## src/rtl/arm7_bus_unit.sv

```systemverilog
// Bus interface unit: splits ARM7 core byte/half/word accesses into MEM_W-wide,
// wait-stated memory beats and returns lane-placed read data with a one-cycle ack.
module arm7_bus_unit #(
    parameter int ADDR_W = 32,
    parameter int DATA_W = 32,
    parameter int MEM_W  = 16,
    parameter int WS_W   = 4
) (
    input  logic                 clk,
    input  logic                 reset,
    input  logic                 cpu_req,
    input  logic                 cpu_we,
    input  logic [1:0]           cpu_size,
    input  logic                 cpu_seq,
    input  logic [ADDR_W-1:0]    cpu_addr,
    input  logic [DATA_W-1:0]    cpu_wdata,
    output logic [DATA_W-1:0]    cpu_rdata,
    output logic                 cpu_ack,
    output logic                 cpu_busy,
    input  logic [WS_W-1:0]      cfg_ws_n,
    input  logic [WS_W-1:0]      cfg_ws_s,
    output logic [ADDR_W-1:0]    mem_addr,
    output logic [MEM_W-1:0]     mem_wdata,
    input  logic [MEM_W-1:0]     mem_rdata,
    output logic [MEM_W/8-1:0]   mem_be,
    output logic                 mem_read,
    output logic                 mem_write
);
    localparam int MB  = MEM_W / 8;
    localparam int DB  = DATA_W / 8;
    localparam int MBL = $clog2(MB);
    localparam int DBL = $clog2(DB);
    localparam int NB  = DATA_W / MEM_W;
    localparam int BW  = $clog2(NB + 1);

    typedef enum logic [1:0] {
        IDLE = 2'd0,
        WAIT = 2'd1,
        XFER = 2'd2,
        ACK  = 2'd3
    } state_t;

    function automatic logic [ADDR_W-1:0] align_addr(input logic [ADDR_W-1:0] a,
                                                     input logic [1:0] sz);
        logic [ADDR_W-1:0] r;
        case (sz)
            2'd0:    r = a;
            2'd1:    r = {a[ADDR_W-1:1], 1'b0};
            default: r = {a[ADDR_W-1:2], 2'b00};
        endcase
        return r;
    endfunction

    function automatic int size_bytes(input logic [1:0] sz);
        int r;
        case (sz)
            2'd0:    r = 1;
            2'd1:    r = 2;
            default: r = 4;
        endcase
        return r;
    endfunction

    function automatic logic [BW-1:0] beat_count(input logic [1:0] sz);
        int n;
        n = size_bytes(sz) / MB;
        n = (n < 1) ? 1 : n;
        return BW'(n);
    endfunction

    // Beat address wraps modulo 2^ADDR_W and is forced onto a MEM_W boundary.
    function automatic logic [ADDR_W-1:0] beat_addr(input logic [ADDR_W-1:0] al,
                                                    input logic [BW-1:0] bt);
        logic [ADDR_W-1:0] sum;
        sum = al + (ADDR_W'(bt) << MBL);
        return (sum >> MBL) << MBL;
    endfunction

    function automatic int lane_base(input logic [ADDR_W-1:0] ba);
        return int'(ba[DBL-1:0]);
    endfunction

    function automatic logic [MB-1:0] beat_be(input logic [ADDR_W-1:0] al,
                                              input logic [1:0] sz,
                                              input logic [ADDR_W-1:0] ba);
        logic [MB-1:0] be;
        int lo;
        int base;
        int nby;
        lo   = int'(al[DBL-1:0]);
        base = lane_base(ba);
        nby  = size_bytes(sz);
        for (int i = 0; i < MB; i++) begin
            be[i] = ((base + i) >= lo) && ((base + i) < (lo + nby));
        end
        return be;
    endfunction

    function automatic logic [MEM_W-1:0] byte_mask(input logic [MB-1:0] be);
        logic [MEM_W-1:0] m;
        for (int i = 0; i < MB; i++) begin
            m[8*i +: 8] = {8{be[i]}};
        end
        return m;
    endfunction

    state_t              state_q, state_d;
    logic                we_q, we_d;
    logic [1:0]          size_q, size_d;
    logic [ADDR_W-1:0]   addr_q, addr_d;
    logic [DATA_W-1:0]   wdata_q, wdata_d;
    logic [DATA_W-1:0]   acc_q, acc_d;
    logic [BW-1:0]       beat_q, beat_d;
    logic [BW-1:0]       nbeats_q, nbeats_d;
    logic [WS_W-1:0]     wait_q, wait_d;
    logic [DATA_W-1:0]   cpu_rdata_q, cpu_rdata_d;
    logic                cpu_ack_q, cpu_ack_d;
    logic                cpu_busy_q, cpu_busy_d;
    logic [ADDR_W-1:0]   mem_addr_q, mem_addr_d;
    logic [MEM_W-1:0]    mem_wdata_q, mem_wdata_d;
    logic [MB-1:0]       mem_be_q, mem_be_d;
    logic                mem_read_q, mem_read_d;
    logic                mem_write_q, mem_write_d;
    logic [DATA_W-1:0]   rd_lane_s;
    logic                xfer_s;

    // Next-state, capture and next-output computation.
    always_comb begin
        state_d     = state_q;
        we_d        = we_q;
        size_d      = size_q;
        addr_d      = addr_q;
        wdata_d     = wdata_q;
        acc_d       = acc_q;
        beat_d      = beat_q;
        nbeats_d    = nbeats_q;
        wait_d      = wait_q;
        cpu_rdata_d = cpu_rdata_q;
        rd_lane_s   = DATA_W'(mem_rdata & byte_mask(mem_be_q)) << (8 * lane_base(mem_addr_q));

        case (state_q)
            IDLE: begin
                if (cpu_req) begin
                    we_d     = cpu_we;
                    size_d   = cpu_size;
                    addr_d   = align_addr(cpu_addr, cpu_size);
                    wdata_d  = cpu_wdata;
                    acc_d    = {DATA_W{1'b0}};
                    beat_d   = {BW{1'b0}};
                    nbeats_d = beat_count(cpu_size);
                    wait_d   = cpu_seq ? cfg_ws_s : cfg_ws_n;
                    state_d  = (wait_d == {WS_W{1'b0}}) ? XFER : WAIT;
                end else begin
                    state_d = IDLE;
                end
            end
            WAIT: begin
                wait_d  = wait_q - WS_W'(1);
                state_d = (wait_q <= WS_W'(1)) ? XFER : WAIT;
            end
            XFER: begin
                if (!we_q) begin
                    acc_d = acc_q | rd_lane_s;
                end else begin
                    acc_d = acc_q;
                end
                if (beat_q == (nbeats_q - BW'(1))) begin
                    state_d     = ACK;
                    cpu_rdata_d = acc_d;
                end else begin
                    beat_d  = beat_q + BW'(1);
                    wait_d  = cfg_ws_s;
                    state_d = (cfg_ws_s == {WS_W{1'b0}}) ? XFER : WAIT;
                end
            end
            ACK: begin
                state_d = IDLE;
            end
            default: begin
                state_d = IDLE;
            end
        endcase

        // Outputs are derived from the state being entered so they register cleanly.
        xfer_s      = (state_d == XFER);
        mem_read_d  = xfer_s && !we_d;
        mem_write_d = xfer_s && we_d;
        if (xfer_s) begin
            mem_addr_d  = beat_addr(addr_d, beat_d);
            mem_be_d    = beat_be(addr_d, size_d, mem_addr_d);
            mem_wdata_d = MEM_W'(wdata_d >> (8 * lane_base(mem_addr_d))) & byte_mask(mem_be_d);
        end else begin
            mem_addr_d  = {ADDR_W{1'b0}};
            mem_be_d    = {MB{1'b0}};
            mem_wdata_d = {MEM_W{1'b0}};
        end
        cpu_ack_d  = (state_d == ACK);
        cpu_busy_d = (state_d != IDLE);
    end

    // State, capture and output registers.
    always_ff @(posedge clk or posedge reset) begin
        if (reset) begin
            state_q     <= IDLE;
            we_q        <= 1'b0;
            size_q      <= 2'd0;
            addr_q      <= {ADDR_W{1'b0}};
            wdata_q     <= {DATA_W{1'b0}};
            acc_q       <= {DATA_W{1'b0}};
            beat_q      <= {BW{1'b0}};
            nbeats_q    <= {BW{1'b0}};
            wait_q      <= {WS_W{1'b0}};
            cpu_rdata_q <= {DATA_W{1'b0}};
            cpu_ack_q   <= 1'b0;
            cpu_busy_q  <= 1'b0;
            mem_addr_q  <= {ADDR_W{1'b0}};
            mem_wdata_q <= {MEM_W{1'b0}};
            mem_be_q    <= {MB{1'b0}};
            mem_read_q  <= 1'b0;
            mem_write_q <= 1'b0;
        end else begin
            state_q     <= state_d;
            we_q        <= we_d;
            size_q      <= size_d;
            addr_q      <= addr_d;
            wdata_q     <= wdata_d;
            acc_q       <= acc_d;
            beat_q      <= beat_d;
            nbeats_q    <= nbeats_d;
            wait_q      <= wait_d;
            cpu_rdata_q <= cpu_rdata_d;
            cpu_ack_q   <= cpu_ack_d;
            cpu_busy_q  <= cpu_busy_d;
            mem_addr_q  <= mem_addr_d;
            mem_wdata_q <= mem_wdata_d;
            mem_be_q    <= mem_be_d;
            mem_read_q  <= mem_read_d;
            mem_write_q <= mem_write_d;
        end
    end

    assign cpu_rdata = cpu_rdata_q;
    assign cpu_ack   = cpu_ack_q;
    assign cpu_busy  = cpu_busy_q;
    assign mem_addr  = mem_addr_q;
    assign mem_wdata = mem_wdata_q;
    assign mem_be    = mem_be_q;
    assign mem_read  = mem_read_q;
    assign mem_write = mem_write_q;

endmodule
```

## config.mk

```make
export PLATFORM = sky130hd
export DESIGN_NAME = arm7_bus_unit
export DESIGN_NICKNAME = d
export VERILOG_FILES = /design/src/rtl/arm7_bus_unit.sv
export SDC_FILE = /design/constraint.sdc
export NUM_CORES = 1
export LEC_CHECK = 0
export ABC_AREA = 1
export BUFFER_PORTS_ARGS = -buffer_cell sky130_fd_sc_hd__buf_2
export CAP_MARGIN = 20
export CORE_MARGIN = 4
export CORE_UTILIZATION = 53
export DETAILED_ROUTE_END_ITERATION = 8
export GPL_TIMING_DRIVEN = 1
export PLACE_DENSITY = 0.75
export RECOVER_POWER = 50
export SLEW_MARGIN = 15
export SYNTH_ARGS = -nofsm -noshare
export SYNTH_HDL_FRONTEND = slang
export SYNTH_SLANG_ARGS = --single-unit
```

## constraint.sdc

```tcl
create_clock -name clk -period 17 [get_ports clk]
set_input_delay 3.4 -clock clk [delete_from_list [all_inputs] [get_ports clk]]
set_output_delay 3.4 -clock clk [all_outputs]
set_load 0.02 [all_outputs]
```

# Word level (Yosys, flattened, before mapping)

Index checks and enable logic that the tools add are counted.

Flip-flop bits (word level): 195
Bits of input ports: 95
Output and inout port bits: 86
Word-level logic and storage cells: 97

$add $sub $neg: 7
$lt $le $gt $ge: 6
Equality and inequality tests: 10
Shifts and indexed selects: 2
Muxes and demuxes: 34
Bitwise operators: 4
Reduce and logical (&&, ||, !) cells: 17

Operator list:

| kind                                                                   | count |
|---|---|
| 32-bit 2-to-1 mux                                                      | 10 |
| 32-bit one-hot mux with 2 select lines                                 | 1 |
| 3-bit by 32-bit adder with 32-bit output                               | 1 |
| 32-bit by 1-bit adder with 32-bit output                               | 1 |
| 32-bit by 3-bit adder with 32-bit output                               | 1 |
| 16-bit bitwise AND                                                     | 2 |
| 32-bit by 3-bit >= comparator with 1-bit output                        | 1 |
| 3-bit by 32-bit < comparator with 1-bit output                         | 1 |
| 32-bit by 2-bit < comparator with 1-bit output (second input constant) | 1 |
| 4-bit by 32-bit < comparator with 1-bit output                         | 1 |
| 32-bit bitwise OR                                                      | 1 |
| 16-bit by 5-bit left shift with 32-bit output                          | 1 |
| 32-bit by 5-bit right shift with 16-bit output                         | 1 |
| 2-bit 2-to-1 mux                                                       | 11 |
| 16-bit 2-to-1 mux                                                      | 1 |
| 4-bit 2-to-1 mux                                                       | 3 |
| 3-bit one-hot mux with 2 select lines                                  | 2 |
| 4-bit one-hot mux with 3 select lines                                  | 1 |
| 2-bit equality test (second input constant)                            | 4 |
| 4-bit logical NOT                                                      | 2 |
| 2-bit one-hot mux with 2 select lines                                  | 2 |
| 2-bit one-hot mux with 4 select lines                                  | 1 |
| 2-bit by 1-bit equality test with 1-bit output (second input constant) | 3 |
| 2-bit logical NOT                                                      | 3 |
| other kinds (16)                                                       | 24 |

# Logic depth before layout (Yosys ltp)

Gate-level depths: netlist of the first run.

Depth in word-level cells: 12
Gate-level depth with buffers: 19
Mapped depth without buffers: 19

# Worst setup path before layout of the first run

No wires, ideal clock.

Path kind: in2reg
From: input port cpu_req
To: register mem_wdata_q[7], in the netlist mem_wdata[7]
Library setup time: 72 ps
Arrival: 6,096 ps
Data required time: 16,928 ps
Slack: 10,832 ps
Stages on the path: 14
Buffers on the path: 4
Path through: nand2_4 > buf_4 > buf_2 > o21ai_0 > ha_1 > clkbuf_1 > clkinv_1 > clkbuf_1 > ha_1 > inv_1 > nor2_1 > o211ai_2 > nand4_1 > nor2_1

Elaborated cells between the ends (all ways): 23
Those cells by class: add/sub (2); order compare (2); eq/ne (2); shift (1); mux (13); bitwise (1); reduce/logical (2)

RTL lines:

| element                                                                                              | RTL line | source |
|---|---|---|
| start, declared                                                                                      | 11       | `input logic cpu_req,` |
| 32-bit 2-to-1 mux (*)                                                                                | 143      | `if (cpu_req) begin` |
| 32-bit 2-to-1 mux (*)                                                                                | 141      | `case (state_q)` |
| named net addr_d[1]                                                                                  | 110      | `logic [ADDR_W-1:0] addr_q, addr_d;` |
| 32-bit by 3-bit adder with 32-bit output or 3-bit by 32-bit adder with 32-bit output (tied branches) | 75, 94   |  |
| 3-bit by 32-bit < comparator with 1-bit output or 2-bit >= comparator (tied branches)                | 94       | `be[i] = ((base + i) >= lo) && ((base + i) < (lo + nby));` |
| 1-bit logical AND                                                                                    | 94       |  |
| 16-bit bitwise AND (*)                                                                               | 191      | `mem_wdata_d = MEM_W'(wdata_d >> (8 * lane_base(mem_addr_d))) & byte_mask(mem_be_d);` |
| 16-bit 2-to-1 mux (*)                                                                                | 188      | `if (xfer_s) begin` |
| named net mem_wdata_d[7]                                                                             | 120      | `logic [MEM_W-1:0] mem_wdata_q, mem_wdata_d;` |
| end signal, assigned                                                                                 | 217      | `mem_wdata_q <= {MEM_W{1'b0}};` |
| end signal, assigned                                                                                 | 235      | `mem_wdata_q <= mem_wdata_d;` |
| end, declared                                                                                        | 120      |  |

The timed path passes the listed nets; every way through them passes the cells marked *. The select of a mux whose other input is x is not followed.
A chain may end at the register's enable or synchronous reset.

# Worst setup path in the final report of the first run

From: input port cpu_req
To: register mem_wdata_q[3], in the netlist mem_wdata[3]

Elaborated cells between the ends (all ways): 23
Those cells by class: add/sub (2); order compare (2); eq/ne (2); shift (1); mux (13); bitwise (1); reduce/logical (2)

RTL lines:

| element                                                                               | RTL line | source |
|---|---|---|
| 2-bit 2-to-1 mux (*)                                                                  | 143      |  |
| 2-bit one-hot mux with 2 select lines (*)                                             | 141      |  |
| named net beat_d[0]                                                                   | 113      | `logic [BW-1:0] beat_q, beat_d;` |
| 32-bit by 3-bit adder with 32-bit output (*)                                          | 75       | `sum = al + (ADDR_W'(bt) << MBL);` |
| 3-bit by 32-bit < comparator with 1-bit output or 2-bit >= comparator (tied branches) | 94       |  |
| 1-bit logical AND                                                                     | 94       |  |
| 16-bit bitwise AND (*)                                                                | 191      |  |
| 16-bit 2-to-1 mux (*)                                                                 | 188      |  |
| named net mem_wdata_d[3]                                                              | 120      |  |

Marked as above.

==> results.json, run 1 <==
{
  "fp.dieH_um": 143,
  "yosysSeqAreaShare": 0.505,
  "antenna_found_initial": 0,
  "ys_types": 39,
  "synthMuxAreaShare": 0,
  "hold_violations": 0,
  "synth-compound-area-share": 0.0654,
  "synthSimpleGateAreaFrac": 0.313,
  "cp-start-kind": "input port",
  "path_max_fanout": 99,
  "synthToLayoutAreaGrowth_pct": 14.9,
  "p_sw_mw": 0.783,
  "synth_most_common_cell": "nand2_1",
  "fmax_ghz": 0.120,
  "viasPerCell": 4.96,
  "synthArstFlopShare": 1.00,
  "synthAdderAreaFrac": 0.0198,
  "seq_power_share": 0.359,
  "ff_latch_area_mm2": 0.00485,
  "fillers": 1566,
  "synth_top_family_by_area": "simple AND/OR/NAND/NOR gates",
  "grt_pass1_vias": 7668,
  "violations": "max-capacitance violations, max-slew violations",
  "p_per_area_mw_per_mm2": 168,
  "overflow": 0,
  "synth-edff-count": 0,
  "io_pins": 181,
  "ys_ff_latch": 194,
  "critPathRequiredTime_ns": 17.36,
  "nNetsFinal": 1507,
  "fin_crit_sh": 0.490,
  "clockRootBuffer": "clkbuf_16",
  "internal-power_mw": 1.07,
  "max-slew-margin-rel": -2.52,
  "synth_area_leader_cell": "dfrtp_1",
  "synthXorXnorAreaFrac": 0.0109,
  "setup_viol": 0,
  "multi_input_area_mm2": 0.00392,
  "rsz0062_at_grt": "false",
  "synth_cells": 1241,
  "tns_ns": 0,
  "io_buffers": 179,
  "synth_commonest_cells": "473 x nand2_1, 194 x dfrtp_1, 139 x inv_1, 134 x nor2_1, 85 x o21ai_0",
  "place.gp.congestion": 0.898,
  "combPwrFrac": 0.414,
  "drc": 0,
  "die_area_mm2": 0.0204,
  "drtIter0Drc": 517,
  "end_kind": "register",
  "cts_tree": "yes",
  "grt_usage": 0.232,
  "crit_type": "in2reg",
  "cap_violations": 2,
  "clockBufferDepth": 2,
  "cts_buffers": 17,
  "htree_levels": 4,
  "clk_latency_ns": 0.44,
  "drv_slew": 174,
  "status": "complete, but fails checks",
  "synth-main-ff-cell": "dfrtp_1",
  "ant_nets": 0,
  "p_clk_frac": 0.227,
  "cts_setup_buffers": 0,
  "fin_total_pwr_mw": 1.86,
  "leakage_nw": 5.92,
  "ir_worst_vdd_uv": 91.7,
  "dp_hpwl_um": 16200,
  "swShare": 0.422,
  "start_util": 0.548,
  "hp-class": "reg2reg",
  "hold_buffers": 0,
  "cts-resized-gates": 0,
  "grt_first_pass_wirelength_um": 37800,
  "rows": 48,
  "ys_warn_count": 0,
  "antenna_cells": 0,
  "layout-drive-gt1-share": 0.150,
  "die-width_um": 143,
  "tightest_slew_ns": 5.25,
  "critical_path_arrival_ns": 8.69,
  "grt_max_degree": 124,
  "path_clk_slew_ns": 0.07,
  "min_period_ns": 8.33,
  "core_area_mm2": 0.0175,
  "routed-via-count": 8106,
  "synth_area_mm2": 0.00962,
  "synth.area.top_cells": "dfrtp_1 50%, nand2_1 18%, inv_1 5.4%",
  "dr.pass1.iters": 5,
  "cts_sinks": 194,
  "routedWlPerCell_um": 14.3,
  "synth_area_per_cell_um2": 7.75,
  "clock_skew_ns": 0.00896,
  "synth.top_cell.area_share": 0.505,
  "routed_wl_um": 23400,
  "synth_nets": 1350
}
power by group through the flow:
| stage | combinational (mW) | sequential, mW | clock, mW |
|---|---|---|---|
| final | 0.768 | 0.667 | 0.421 |
| after CTS | 0.789 | 0.663 | 0.428 |
| after detailed placement | 0.782 | 0.671 | 0 |
| after global placement | 0.770 | 0.667 | 0 |
| after global routing | 0.877 | 0.682 | 0.446 |
| after floorplan | 0.538 | 0.730 | 0 |
per-stage QoR:
step / util / instances / hold WS [ns] / area [um^2] / setup WS (ns)
3_5_place_dp: 0.601 / 1603 / 0.460 / 10500 / 9.26
4_1_cts: 0.636 / 1634 / 0.479 / 11200 / 9.66
3_3_place_gp: 0.601 / 1603 / 0.457 / 10500 / 9.40
5_1_grt: 0.630 / 1635 / 0.496 / 11000 / 7.95
2_1_floorplan: - / 1241 / 0.445 / 9620 / 8.32
6_report: 0.630 / 1635 / 0.476 / 11000 / 8.67
area by class of cell:
class                           count  area share
Clock inverter                     10      0.0131
Tap cell                          225      0.0255
Timing Repair Buffer              182      0.0744
Clock buffer                       21      0.0426
Multi-Input combinational cell    858       0.355
Sequential cell                   194       0.439
Inverter                          145      0.0498
worst paths after layout:
check	start	slack, ns	endpoint	cells after the start
min reg2reg	wdata_q[4]	0.48	wdata_q[4]	2
min	wdata_q[4]	0.48	wdata_q[4]	2
max	cpu_req	8.67	mem_wdata[3]	14
max reg2reg	state_q[0]	11.11	mem_wdata[3]	15
max in group asynchronous	reset	9.91	wait_q[2]	3
min in group asynchronous	reset	4.57	mem_wdata[8]	2
state kept, by name (all words and copies together), names as in the netlist:
register   flops
cpu_busy       1
mem_write      1
state_q        2
wdata_q       32
addr_q        32
beat_q         2
mem_wdata     16
acc_q         32
wait_q         4
we_q           1
cpu_rdata     32
mem_read       1
mem_be         2
size_q         2
cpu_ack        1
nbeats_q       2
mem_addr      31
cells by family after synthesis:
kind of cell	count (synthesis)
xor gates and xnor gates	12
AOI/OAI and AO/OA	117
other	1
adders and majority gates	14
buffers and inverters	189
DFF	194
and+or+nand+nor	714
critical path, cell delays in order:
cell and delay, ns:
clkbuf_1 0.09, nand2_1 1.00, inv_6 1.10, a21oi_1 0.20, nand2_1 0.18, nand2_1 0.14, ha_1 0.71, clkinv_1 0.63
ha_1 0.47, inv_1 0.06, nor2_1 0.04, o211ai_2 0.35, nand4_1 0.18, nor2_1 0.12
per-layer routing:
| metal | up-vias | share of wire | GRT usage |
|---|---|---|---|
| met5 | - | 0 | 0 |
| met4 | 0 | 0.025 | 0.0850 |
| met3 | 37 | 0.056 | 0.0382 |
| met2 | 237 | 0.46 | 0.355 |
| met1 | 3748 | 0.46 | 0.334 |
| li1 | 4084 | - | - |
cell usage in the layout (no fill, tap or decap), drive strengths merged, types with 10 or more instances in the layout:
| cell type | instances |
|---|---|
| a21oi | 10 |
| buf | 102 |
| clkbuf | 101 |
| dfrtp | 194 |
| ha | 12 |
| inv | 146 |
| nand2 | 514 |
| nand3 | 27 |
| nand4 | 14 |
| nor2 | 155 |
| o21ai | 102 |
Power figures use the tool's default switching activity.
==> inputs of run 2 (changes only) <==
- CORE_UTILIZATION: 53 -> 51
- clock period: 17 -> 7.6 ns (I/O delays scaled with it)
==> run 2 against run 1 <==
Net effect:
- the flow now finishes without violations
- critical path depth is the same
- hold slack gained 0.0018 ns
- cell count grew 0.37%
- count of clock-buffer cells in the layout shrank 3
- register-to-register slack lost 8.5 ns
- setup slack lost 6.6 ns
- first-iteration DRC count shrank 3.9%
- flip-flop and latch count is the same
- design area shrank 0.43%
- sequential share of layout area grew 0.19 points
- total power grew 120%
- largest power group unchanged
==> results.json, run 2 (synthesis gave the netlist of run 1 again) <==
{
  "grt_max_degree": 136,
  "core_area_mm2": 0.0183,
  "cts-resized-gates": 0,
  "rsz0062_at_grt": "false",
  "final_common_cell": "nand2_1",
  "cts_buffers": 17,
  "path_max_fanout": 99,
  "start_util": 0.526,
  "dr.pass1.iters": 6,
  "clockBufferDepth": 2,
  "place.gp.congestion": 0.922,
  "crit_type": "in2reg",
  "status": "finished, final reports clean",
  "dpl_cell_area_mm2": 0.0106,
  "fillers": 1685,
  "cp-start-kind": "input port",
  "dp.cells": 1608,
  "critical_path_arrival_ns": 5.87,
  "fin_total_pwr_mw": 4.11,
  "routed-via-count": 8275,
  "setup_viol": 0,
  "clk_latency_ns": 0.43,
  "io_pins": 181,
  "cpPeakStageDelay_ns": 0.74,
  "overflow": 0,
  "crit_family": "buffers and inverters",
  "cts_setup_buffers": 0,
  "cts_tree": "yes",
  "tns_ns": 0,
  "utilization": 0.602,
  "drtIter0Drc": 497,
  "nNetsFinal": 1507,
  "cts_sinks": 194,
  "final_cells": 1641,
  "rows": 49,
  "groute.layer.met2.usage": 0.359,
  "ir_worst_vdd_uv": 223,
  "clockRootBuffer": "clkbuf_16",
  "fmax_ghz": 0.181,
  "top_usage_layer": "met2",
  "grt_first_pass_wirelength_um": 39100,
  "gr-usage-met3": 0.0474,
  "leakage_nw": 5.89,
  "critPathRequiredTime_ns": 7.95,
  "end_kind": "register",
  "fin_crit_sh": 0.726,
  "die-width_um": 145,
  "drc": 0,
  "synthToLayoutAreaGrowth_pct": 14.4,
  "routed_wl_um": 23900,
  "path_cells": "clkbuf_1 -> nand2_4 -> inv_6 -> a21oi_1 -> nand2_1 -> nand2_1 -> ha_1 -> clkinv_1 -> ha_1 -> inv_1 -> nor2_1 -> o211ai_2 -> nand4_1 -> nor2_1",
  "ant_nets": 0,
  "min_period_ns": 5.52,
  "grt_pass1_vias": 7793,
  "die_area_mm2": 0.0211,
  "routedWlPerCell_um": 14.6,
  "clock_skew_ns": 0.0101,
  "grt_usage": 0.225,
  "htree_levels": 4,
  "hp-class": "reg2reg",
  "cp_slowest_cell": "ha_1",
  "viasPerCell": 5.04,
  "final_cell_mix": "479 x nand2_1, 194 x dfrtp_1, 138 x inv_1",
  "grt_util_met1": 0.316,
  "path_clk_slew_ns": 0.07,
  "io_buffers": 179,
  "path_buf_inv": 4,
  "fp.dieH_um": 145,
  "fin_area_mm2": 0.0110,
  "antenna_found_initial": 0,
  "hold_violations": 0,
  "dp_hpwl_um": 16600,
  "layout-drive-gt1-share": 0.144,
  "p_per_area_mw_per_mm2": 374,
  "max-slew-margin-rel": 0.0392,
  "cap_violations": 0,
  "drv_slew": 0,
  "tightest_slew_ns": 1.44,
  "hold_buffers": 0
}
[run 2: changes by cell type in the layout (fill, tap and decap cells not counted), moves of 2 or more]
cell        before  now
clkbuf_8         3    1
clkinvlp_4       1    3
nand2_2         39   33
inv_6            3    6
buf_2           99   94
clkbuf_1        81   85
nand2_1        474  479
inv_8            1    4
bufinv_16        3    1
[run 2: final timing paths]
kind | start | to | slack, ns | depth (start not counted)
min in group asynchronous | reset | mem_wdata[8] | 1.29 | 2
min | cpu_rdata[24] | cpu_rdata[24] | 0.48 | 2
max in group asynchronous | reset | cpu_rdata[14] | 4.87 | 3
max | cpu_req | mem_wdata[3] | 2.08 | 14
max reg2reg | state_q[0] | mem_wdata[3] | 2.65 | 15
min reg2reg | cpu_rdata[24] | cpu_rdata[24] | 0.48 | 2
[run 2: metal layers]
layer,up-vias,part of all wire
met4,0,0.018
li1,4084,-
met2,273,0.47
met1,3883,0.45
met5,-,0
met3,35,0.062
[run 2: worst register-to-register path, stage by stage, from the launching register on]
cell,delay (ns)
dfrtp_1,0.39
inv_1,0.08
ha_1,0.22
nand2_4,0.34
inv_6,0.70
a21oi_1,0.19
nand2_1,0.18
nand2_1,0.15
ha_1,0.74
clkinv_1,0.67
ha_1,0.48
inv_1,0.05
nor2_1,0.04
o211ai_2,0.36
nand4_1,0.15
nor2_1,0.13
[run 2: report_power, final]
group / switching [mW] / total, mW / internal [mW] / leakage, nW
sequential: 0.148 / 1.49 / 1.35 / 2.50
combinational: 1.23 / 1.73 / 0.499 / 3.11
clock: 0.422 / 0.894 / 0.473 / 0.280
[run 2: area by class of cell]
type	instances	area (um^2)	share of cell area
Antenna cell	1	2.50	0.000227
Clock buffer	18	439	0.0399
Clock inverter	14	144	0.0131
Inverter	145	557	0.0506
Multi-Input combinational cell	858	3910	0.355
Sequential cell	194	4850	0.441
Tap cell	229	287	0.0260
Timing Repair Buffer	182	812	0.0738
[run 2: through the flow]
stage | setup slack [ns] | hold WS [ns]
after global routing | 1.68 | 0.491
after detailed placement | 1.67 | 0.460
after CTS | 2.14 | 0.479
after global placement | 1.93 | 0.458
after floorplan | 0.796 | 0.445
final | 2.08 | 0.478
